<file path="src/rtl/fft_frame_sequencer.sv">
// Frame sequencer for the ping-pong FFT core: loads a frame into bank A, kicks
// the core, waits for its done edge (with a watchdog), then streams results out.
module fft_frame_sequencer #(
  parameter int N_LOG2      = 10,
  parameter int DATA_W      = 32,
  parameter bit RESULT_BANK = 1'b0,
  parameter bit BITREV_LOAD = 1'b1,
  parameter int TIMEOUT_CYC = 65535
) (
  input  logic              clk,
  input  logic              rst,
  input  logic              s_valid,
  output logic              s_ready,
  input  logic [DATA_W-1:0] s_data,
  output logic              m_valid,
  input  logic              m_ready,
  output logic [DATA_W-1:0] m_data,
  output logic              m_last,
  output logic              fft_start,
  input  logic              fft_done,
  output logic              host_own,
  output logic              ram_bank,
  output logic              ram_en,
  output logic              ram_we,
  output logic [N_LOG2-1:0] ram_addr,
  output logic [DATA_W-1:0] ram_wdata,
  input  logic [DATA_W-1:0] ram_rdata,
  output logic              busy,
  output logic              err_timeout,
  output logic [15:0]       frame_cnt
);
  localparam int N    = 1 << N_LOG2;
  localparam int CW   = N_LOG2 + 1;
  localparam int WD_W = (TIMEOUT_CYC > 1) ? $clog2(TIMEOUT_CYC) : 1;

  typedef enum logic [1:0] {LOAD, START, RUN, UNLOAD} state_t;
  state_t state, state_nx;

  logic [CW-1:0]     cnt;   // sample index in LOAD, read index in UNLOAD
  logic [WD_W-1:0]   wd;
  logic              done_q;
  logic [DATA_W-1:0] fifo_data [2];
  logic [1:0]        fifo_last;
  logic              wr_ptr, rd_ptr;
  logic [1:0]        occ;
  logic              inflight, inflight_last;
  logic              accept, issue, pop, done_edge, wd_expire, last_pop;
  logic [N_LOG2-1:0] cnt_rev;

  always_comb begin
    cnt_rev = '0;
    for (int b = 0; b < N_LOG2; b++) cnt_rev[b] = cnt[N_LOG2-1-b];
  end

  assign s_ready   = (state == LOAD) && !rst;
  assign accept    = s_valid && s_ready;
  assign m_valid   = (occ != 2'd0);
  assign m_data    = fifo_data[rd_ptr];
  assign m_last    = m_valid && fifo_last[rd_ptr];
  assign pop       = m_valid && m_ready;
  assign last_pop  = pop && m_last;
  assign done_edge = fft_done && !done_q;
  assign wd_expire = (wd == WD_W'(TIMEOUT_CYC - 1));
  // Occupancy after this cycle's push/pop plus the new read must fit in 2 slots.
  assign issue     = (state == UNLOAD) && (cnt != CW'(N)) &&
                     (({1'b0, occ} + {2'b0, inflight} - {2'b0, pop}) < 3'd2);

  always_comb begin
    state_nx = state;
    case (state)
      LOAD:    if (accept && cnt == CW'(N - 1)) state_nx = START;
      START:   state_nx = RUN;
      RUN:     if (done_edge) state_nx = UNLOAD;
               else if (wd_expire) state_nx = LOAD;
      UNLOAD:  if (last_pop) state_nx = LOAD;
      default: state_nx = LOAD;
    endcase
  end

  always_comb begin
    fft_start = (state == START);
    busy      = (state != LOAD);
    host_own  = !((state == START) || (state == RUN));
    ram_bank  = (state == UNLOAD) ? RESULT_BANK : 1'b0;
    ram_en    = accept || issue;
    ram_we    = accept;
    ram_wdata = s_data;
    ram_addr  = cnt[N_LOG2-1:0];
    if (state == LOAD && BITREV_LOAD) ram_addr = cnt_rev;
  end

  always_ff @(posedge clk) begin
    if (rst) begin
      state         <= LOAD;
      cnt           <= '0;
      wd            <= '0;
      done_q        <= 1'b0;
      occ           <= '0;
      wr_ptr        <= 1'b0;
      rd_ptr        <= 1'b0;
      inflight      <= 1'b0;
      inflight_last <= 1'b0;
      err_timeout   <= 1'b0;
      frame_cnt     <= '0;
    end else begin
      state         <= state_nx;
      done_q        <= fft_done;
      inflight      <= issue;
      inflight_last <= issue && (cnt == CW'(N - 1));
      occ           <= occ + {1'b0, inflight} - {1'b0, pop};
      if (inflight) wr_ptr <= ~wr_ptr;
      if (pop)      rd_ptr <= ~rd_ptr;
      case (state)
        LOAD:   if (accept) cnt <= (cnt == CW'(N - 1)) ? '0 : cnt + 1'b1;
        START:  wd <= '0;
        RUN: begin
          wd <= wd + 1'b1;
          // A done edge coinciding with expiry takes priority over the abort.
          if (wd_expire && !done_edge) err_timeout <= 1'b1;
        end
        UNLOAD: begin
          if (issue) cnt <= cnt + 1'b1;
          if (last_pop) begin
            cnt       <= '0;
            frame_cnt <= frame_cnt + 16'd1;
          end
        end
        default: ;
      endcase
    end
  end

  always_ff @(posedge clk) begin
    if (inflight) begin
      fifo_data[wr_ptr] <= ram_rdata;
      fifo_last[wr_ptr] <= inflight_last;
    end
  end
endmodule

</file>
<file path="config.mk">
export PLATFORM = sky130hd
export DESIGN_NAME = fft_frame_sequencer
export DESIGN_NICKNAME = d
export VERILOG_FILES = /design/src/rtl/fft_frame_sequencer.sv
export SDC_FILE = /design/constraint.sdc
export NUM_CORES = 1
export LEC_CHECK = 0
export CAP_MARGIN = 20
export CELL_PAD_IN_SITES_DETAIL_PLACEMENT = 2
export CELL_PAD_IN_SITES_GLOBAL_PLACEMENT = 2
export CORE_MARGIN = 4
export CORE_UTILIZATION = 26
export DETAILED_ROUTE_END_ITERATION = 8
export HOLD_SLACK_MARGIN = 0.02
export PLACE_DENSITY_LB_ADDON = 0.1
export SLEW_MARGIN = 20
export SYNTH_ARGS = -nofsm -noshare
export SYNTH_HDL_FRONTEND = slang
export SYNTH_SLANG_ARGS = --single-unit
</file>
<file path="constraint.sdc">
create_clock -name clk -period 3.26 [get_ports clk]
set_clock_uncertainty 0.05 [all_clocks]
set_input_delay 0.652 -clock clk [delete_from_list [all_inputs] [get_ports clk]]
set_output_delay 0.652 -clock clk [all_outputs]
set_load 0.01 [all_outputs]
</file>
# Yosys cells after proc, flatten, opt, wreduce, memory -nomap -nowiden
# Memories as Yosys holds them, arrays and structs flattened. A register that Yosys moved wholly into a read port is not among the register bits.
# Cells that the tools add are included.
# word_totals
ff_bits,55
mem_bits_rw,64
inputBits,69
elab_cells,85
memories,1
# mem_list
name,words,word_bits,read_ports,rd_ports_with_merged_regs,wr,line,text
fifo_data,2,32,1,1,1,42,logic [DATA_W-1:0] fifo_data [2];
# op_classes
addsub,7
n_lt_le_gt_ge,4
n_eq_ne,11
muxes,21
bitwise_logic,2
reduce_logical,27
# op_table
op,n
$mux 11,4
$add 16x1->16 const B,2
$pmux 16 s2,1
$pmux 11 s2,1
$eq 16x16->1 const B,1
$logic_and 1x1->1,12
$add 11x1->11 const B,1
$eq 11x10->1 const B,1
$ne 11x11->1 const B,1
$mux 10,1
$mux 2,4
$pmux 2 s4,1
$reduce_bool 2->1,4
$mux 1,7
$ne 3x3->1 const B,2
$reduce_and 3->1,2
$eq 2x2->1 const B,2
$logic_not 1->1,4
$lt 1x2->1 const B,2
$ne 2x2->1 const B,2
$reduce_and 2->1,2
$add 2x1->3,1
$lt 3x2->1 const B,1
$sub 3x1->3,1
other kinds (10),12

# Longest topological paths before layout
# Gate-level depths: netlist of the first run.
# logic_depth
word_depth,8
depth_mapped,12
ltp_nobuf,11

# Worst setup path before layout of the first run
# No wires, ideal clock.
# synth_timing
path_type,input to register
start,input m_ready
end,register cnt[1]
setup_time_ps,70
t_arrival_ps,3086
required_time_ps,3140
path_slack_ps,54
stages,11
cell_sequence,o21ai_0 inv_1 ha_1 inv_1 ha_1 fa_1 and2b_1 o211a_1 a221oi_4 or4b_2 a21oi_1
# synth_via
elab_chain_len,6
word_cells_on_any_way,9
classes_between,add/sub: 1; order compare: 1; eq/ne: 1; mux: 2; reduce/logical: 4
# synth_rtl
element,line,text
"start, declared",16,"input logic m_ready,"
$logic_and 1x1->1 (*),60,assign pop = m_valid && m_ready;
named net pop,47,"logic accept, issue, pop, done_edge, wd_expire, last_pop;"
$sub 3x1->3,66,"(({1'b0, occ} + {2'b0, inflight} - {2'b0, pop}) < 3'd2);"
$lt 3x2->1,66,
$logic_and 1x1->1,65,assign issue = (state == UNLOAD) && (cnt != CW'(N)) &&
$ne 3x3->1 (no line),--,
$reduce_and 3->1 (no line),--,
"end signal, assigned",114,LOAD: if (accept) cnt <= (cnt == CW'(N - 1)) ? '0 : cnt + 1'b1;
"end signal, assigned",122,if (issue) cnt <= cnt + 1'b1;
"end, declared",39,logic [CW-1:0] cnt;
# The timed path passes the listed nets; every way through them passes the cells marked *.
# A chain may end at the register's enable or synchronous reset.

# Worst setup path in the final report of the first run
# layout_timing
start,register occ[1]
end,output ram_en
# layout_via
elab_chain_len,6
word_cells_on_any_way,7
classes_between,add/sub: 2; order compare: 1; reduce/logical: 4
# layout_rtl
element,line,text
"start, declared",45,logic [1:0] occ;
"start signal, assigned",110,"occ <= occ + {1'b0, inflight} - {1'b0, pop};"
$reduce_bool 2->1,57,assign m_valid = (occ != 2'd0);
$logic_and 1x1->1,60,
named net pop,47,
$sub 3x1->3,66,
$lt 3x2->1,66,
$logic_and 1x1->1,65,
$logic_or 1x1->1,85,ram_en = accept || issue;
"end, declared",23,"output logic ram_en,"
# The timed path passes the listed nets, and every way through them passes these cells.

==> flow_summary.yaml, run 1 <==
sta:
  drv_slew: 0
  final.min_clock_period_ps: 3190
  final.period_utilization_pct: 97.8
  max_slew_margin_pct: 53.8
  worst_pin_slew_ps: 692
  rsz0062_at_grt: "true"
  hold_viol: 0
  clock.fmax_ghz: 0.314
  setup_viol: 0
drt:
  dr.pass1.iters: 4
  wire_per_inst_um: 18.0
  routed_wirelength_mm: 15.8
  ant_nets: 0
  viasPerCell: 4.65
  dr.first_iter.drc_count: 197
  drc: 0
  vias: 4071
die:
  top_level_ports: 169
  dieWidth_um: 153
  fp.dieArea_mm2: 0.0235
  core_mm2: 0.0205
  dieHeight_um: 153
  floorplan.initialDensity_pct: 26.8
  rows: 52
cells_and_area:
  drive_above_1_share_pct: 21.8
  layout_commonest_cell: "clkdlybuf4s50_1"
  diodes: 0
  fin_area_mm2: 0.00743
  final_cell_mix: "clkdlybuf4s50_1, edfxtp_1, dfxtp_1"
  final_cells: 876
  area_growth_pct: 35.1
  nNetsFinal: 674
  nFillCells: 2164
pwr:
  power_leakage_nw: 2.53
  totalPowerFinal_mw: 4.24
  power.density_mw_per_mm2: 571
  ir_drop_mv: 0.375
global_routing:
  grtUsageMet1_pct: 16.5
  grtUsageMet2_pct: 23.0
  track_usage_pct: 13.5
  grt-ovfl-total: 0
  grt_use_met3_pct: 3.82
  antenna_found_initial: 0
  grt_max_degree: 33
  grt_pass1_vias: 4489
  grt_pass1_wl_mm: 25.1
  busiest_layer: "met2"
synth:
  synth_simple_gate_area_share_pct: 14.9
  avgSynthCellArea_um2: 11.4
  synth_compound_area_share_pct: 6.46
  synth_top_family_by_area: "simple AND/OR/NAND/NOR gates"
  synth_top_area_share_pct: 36.0
  yosys.area_share.adder_pct: 2.87
  synth_seq_cells: 120
  synth_edf_count: 66
  synth_warnings: 0
  syn_area_mm2: 0.00550
  syn_nets: 564
  synth_ff_type: "edfxtp_1"
  synth_xor_area_share_pct: 4.30
  synth_top_area_cell: "edfxtp_1"
  synthCells: 483
  ys_seq_area_share_pct: 55.7
  synthMuxAreaShare_pct: 8.17
  synthArstFlopShare_pct: 0
  synthTopCellsByArea: "edfxtp_1, dfxtp_1, mux2_2"
  synth_cell_types: 57
worst_setup_path:
  crit_type: "flip-flop to output pin"
  reg2reg_depth: 21
  startpoint: "occ[1]"
  cp.arrival_ps: 2490
  crit_path_end: "ram_en"
  regToRegSetupSlack_ps: 100
  startpoint_type: "flip-flop"
  rr_startpoint: "occ[1]"
  reg2reg_to: "state[0]"
  cp-end-kind: "output pin"
  crit_fanout: 2
  critPathRequiredTime_ps: 2560
run:
  maxCapViolations: 0
placed_design:
  placed_cells: 827
  placed_cell_area_mm2: 0.00668
  port_buffers: 103
  place.detailed.hpwl_mm: 10.9
  place.gp.congestion: 0.742
clocking:
  clock-sinks: 120
  hold_buffers: 0
  cts_buffers: 17
  clk_path_buf_depth: 2
  clock_latency_ps: 410
  cts_tree: "built"
  cts.clk_slew.worst_paths_ps: 60
  htreeDepth: 4
  cts_root_buf: "clkbuf_16"
hold_path:
  worstHoldPathCells: 0
  hold_path_class: "flip-flop to flip-flop"
status:
  status: "finished, final reports clean"
==> worst max-delay path: stages, from the launching register on <==
cell and delay (ps):
dfxtp_2 330, o21ai_4 160, inv_2 90, ha_4 270, inv_2 40, ha_4 150, fa_1 450, and2b_1 250
nand3_2 120, o21ai_2 70, buf_2 150
==> worst min path at each step <==
stage,start,slack (ps),to
floorplan,inflight_last,350,fifo_last[0]
global placement,inflight_last,370,fifo_last[0]
detailed placement,inflight_last,390,fifo_last[0]
CTS,inflight_last,400,fifo_last[0]
global route,inflight_last,430,fifo_last[0]
finish,inflight_last,400,fifo_last[0]
==> layer usage <==
| metal | vias to the layer above | part of all wire [%] |
|---|---|---|
| li1 | 1913 | - |
| met1 | 2019 | 45 |
| met2 | 108 | 50 |
| met3 | 31 | 4.5 |
| met4 | 0 | 1.1 |
| met5 | - | 0 |
==> synth_stat cells, drive strengths merged, types with 3 or more instances <==
master,instances
a31oi,5
o21ai,20
ha,11
and2,5
nand4,10
or4,3
nor3,17
mux2,39
dfxtp,54
xnor2,13
nand2,26
nor4,5
nand3,19
buf,39
inv,19
or3,9
nor2b,4
edfxtp,66
clkbuf,9
xor2,14
a21oi,20
nor2,45
==> cell type report <==
cell class / instances / area [um2] / area share (%)
Sequential cell: 120 / 3070 / 41.3
Clock buffer: 18 / 429 / 5.78
Clock inverter: 14 / 133 / 1.79
Multi-Input combinational cell: 295 / 2100 / 28.2
Inverter: 20 / 75.1 / 1.01
Timing Repair Buffer: 139 / 1290 / 17.4
Tap cell: 270 / 338 / 4.55
==> logic make-up after synthesis <==
group	after synthesis
other	1
buffers and inverters	68
adder cells (fa/ha/maj)	12
AND/OR/NAND/NOR	159
multiplexers	40
XOR/XNOR	27
flip-flops	120
AO/OA/AOI/OAI	56
==> power breakdown <==
part	switching (mW)	internal (mW)	total, mW
Clock	0.673	1.11	1.79
Sequential	0.0192	1.62	1.64
Combinational	0.341	0.476	0.818
Total	1.03	3.21	4.24
==> flip-flops by register name, summed over array words and instances (netlist names), named ones only <==
register,flops
err_timeout,1
fifo_data,64
done_q,1
cnt,11
inflight_last,1
inflight,1
wr_ptr,1
occ,2
wd,16
state,2
frame_cnt,16
fifo_last,2
rd_ptr,1
==> through the flow <==
stage	util [%]	hold WS (ps)	setup TNS [ps]	setup WS [ps]
floorplan	-	354	0	53.8
global placement	32.6	367	-3920	-707
detailed placement	32.6	393	-5470	-776
CTS	36.0	404	-5.03	-5.03
global route	36.2	429	-50.4	-43.1
finish	36.2	404	0	71.0
==> timing repair <==
item,CTS,global route
resized for setup,15,9
pin swaps,4,5
endpoints found under the setup margin,7,9
setup buffers,16,1
No activity file was read; power rests on OpenSTA's default activity.
==> inputs of run 2 (changes only) <==
--- a/config.mk
+++ b/config.mk
@@ -6,11 +6,12 @@
 export NUM_CORES = 1
 export LEC_CHECK = 0
 export CAP_MARGIN = 20
-export CELL_PAD_IN_SITES_DETAIL_PLACEMENT = 2
-export CELL_PAD_IN_SITES_GLOBAL_PLACEMENT = 2
+export CELL_PAD_IN_SITES_DETAIL_PLACEMENT = 1
+export CELL_PAD_IN_SITES_GLOBAL_PLACEMENT = 1
 export CORE_MARGIN = 4
-export CORE_UTILIZATION = 26
+export CORE_UTILIZATION = 33
 export DETAILED_ROUTE_END_ITERATION = 8
+export GPL_TIMING_DRIVEN = 1
 export HOLD_SLACK_MARGIN = 0.02
 export PLACE_DENSITY_LB_ADDON = 0.1
 export SLEW_MARGIN = 20
==> flow_summary.yaml, run 2 (synthesis gave the netlist of run 1 again) <==
status:
  status: "finished, final reports clean"
cells_and_area:
  layout_commonest_cell: "clkdlybuf4s50_1"
  multiInputGateArea_mm2: 0.00211
  diodes: 0
  final_cells: 830
  largest_register: "fifo_data"
  area_growth_pct: 36.5
  largest_reg_flops: 64
  nNetsFinal: 682
  nFillCells: 1745
  top_regs: "fifo_data x64, frame_cnt x16, wd x16"
  fin_area_mm2: 0.00751
  final_cell_mix: "clkdlybuf4s50_1, edfxtp_1, dfxtp_1"
  postLayoutCoreUtil_pct: 46.6
  regArea_mm2: 0.00307
  drive_above_1_share_pct: 22.6
pwr:
  clockPowerShare_pct: 44.5
  comb_power_share_pct: 19.2
  totalPowerFinal_mw: 4.51
  swShare_pct: 22.7
  p_sw_mw: 1.02
  power.density_mw_per_mm2: 601
  power.internal_mw: 3.49
  seqPwrFrac_pct: 36.3
  power_leakage_nw: 2.60
  ir_drop_mv: 0.405
drt:
  routed_wirelength_mm: 14.0
  vias: 4038
  drc: 0
  wire_per_inst_um: 16.9
  ant_nets: 0
  dr.first_iter.drc_count: 89
  dr.pass1.iters: 6
  viasPerCell: 4.87
clocking:
  cts_root_buf: "clkbuf_16"
  htreeDepth: 4
  clk_path_buf_depth: 2
  clock-sinks: 120
  clock_latency_ps: 410
  cts.clk_slew.worst_paths_ps: 50
  cts_tree: "built"
  hold_buffers: 0
  cts_buffers: 17
global_routing:
  grt-ovfl-total: 0
  antenna_found_initial: 0
  grt_pass1_wl_mm: 22.6
  grt_pass1_vias: 4372
  grt_max_degree: 34
  track_usage_pct: 15.6
run:
  maxCapViolations: 0
placed_design:
  dp_slack_ps: -707
  place.gp.congestion: 0.770
  placed_cells: 769
  place.detailed.hpwl_mm: 9.49
  port_buffers: 103
  placed_cell_area_mm2: 0.00658
sta:
  final.min_clock_period_ps: 3170
  max_slew_margin_pct: 32.6
  hold_viol: 0
  rsz0062_at_grt: "true"
  worst_pin_slew_ps: 1010
  whs_ps: 384
  final.period_utilization_pct: 97.4
  setup_ws_ps: 85.8
  clock.fmax_ghz: 0.315
  setup_viol: 0
  finalSetupTns_ps: 0
  drv_slew: 0
worst_setup_path:
  crit_fanout: 2
  critPathRequiredTime_ps: 2560
  cp.arrival_ps: 2470
  startpoint_type: "flip-flop"
  crit_type: "flip-flop to output pin"
  cp-end-kind: "output pin"
die:
  dieWidth_um: 137
  fp.dieArea_mm2: 0.0188
  rows: 46
  floorplan.initialDensity_pct: 34.1
  top_level_ports: 169
  dieHeight_um: 137
  core_mm2: 0.0161
hold_path:
  hold_path_class: "flip-flop to flip-flop"
## run 2: changes by cell type in the layout (fill, tap and decap cells not counted), sizes merged
| cell | change |
|---|---|
| buf | +8 |
| bufinv | +3 |
| clkinvlp | -3 |
## run 2: critical path: stages, from the launching register on
cell,delay (ps)
dfxtp_2,330
o21ai_4,160
inv_2,80
ha_4,260
inv_1,40
ha_2,160
fa_1,450
and2b_1,250
nand3_2,100
o21ai_1,90
buf_2,150
## run 2: routing by layer
metal / up-vias / wire length (um) / global-route usage [%]
met5: - / 0 / 0
met1: 1955 / 6070 / 18.5
met2: 114 / 6730 / 25.9
li1: 1932 / - / -
met3: 37 / 876 / 4.93
met4: 0 / 327 / 7.10
## run 2: path summary, 6_finish.rpt
check / start / to / slack, ps / depth (start not counted)
max reg2reg: occ[0] / state[0] / 170 / 21
min reg2reg: inflight_last / fifo_last[0] / 380 / 0
max: occ[0] / ram_en / 90 / 10
min: inflight_last / fifo_last[0] / 380 / 0
## run 2: layout make-up
type | instances | share of cell area (%)
clock inverter | 14 | 2.72
clock buffer | 18 | 5.72
tap | 216 | 3.60
multi-input combinational | 295 | 28.1
sequential | 120 | 40.8
inverter | 20 | 1.00
timing repair buffer | 147 | 18.1
## run 2: power groups by stage
stage               Clock [mW]  Sequential, mW  Combinational [mW]
floorplan                    0            1.66               0.365
global placement             0            1.66               0.653
detailed placement           0            1.66               0.661
CTS                       2.06            1.63               0.844
global route              2.15            1.64               0.936
finish                    2.01            1.64               0.866
## run 2: repair_timing
| action | in CTS | in global routing |
|---|---|---|
| gates cloned | 0 | 0 |
| resized for setup | 17 | 13 |
| endpoints found under the setup margin | 5 | 17 |
| setup buffers | 27 | 3 |
| pin swaps | 6 | 6 |
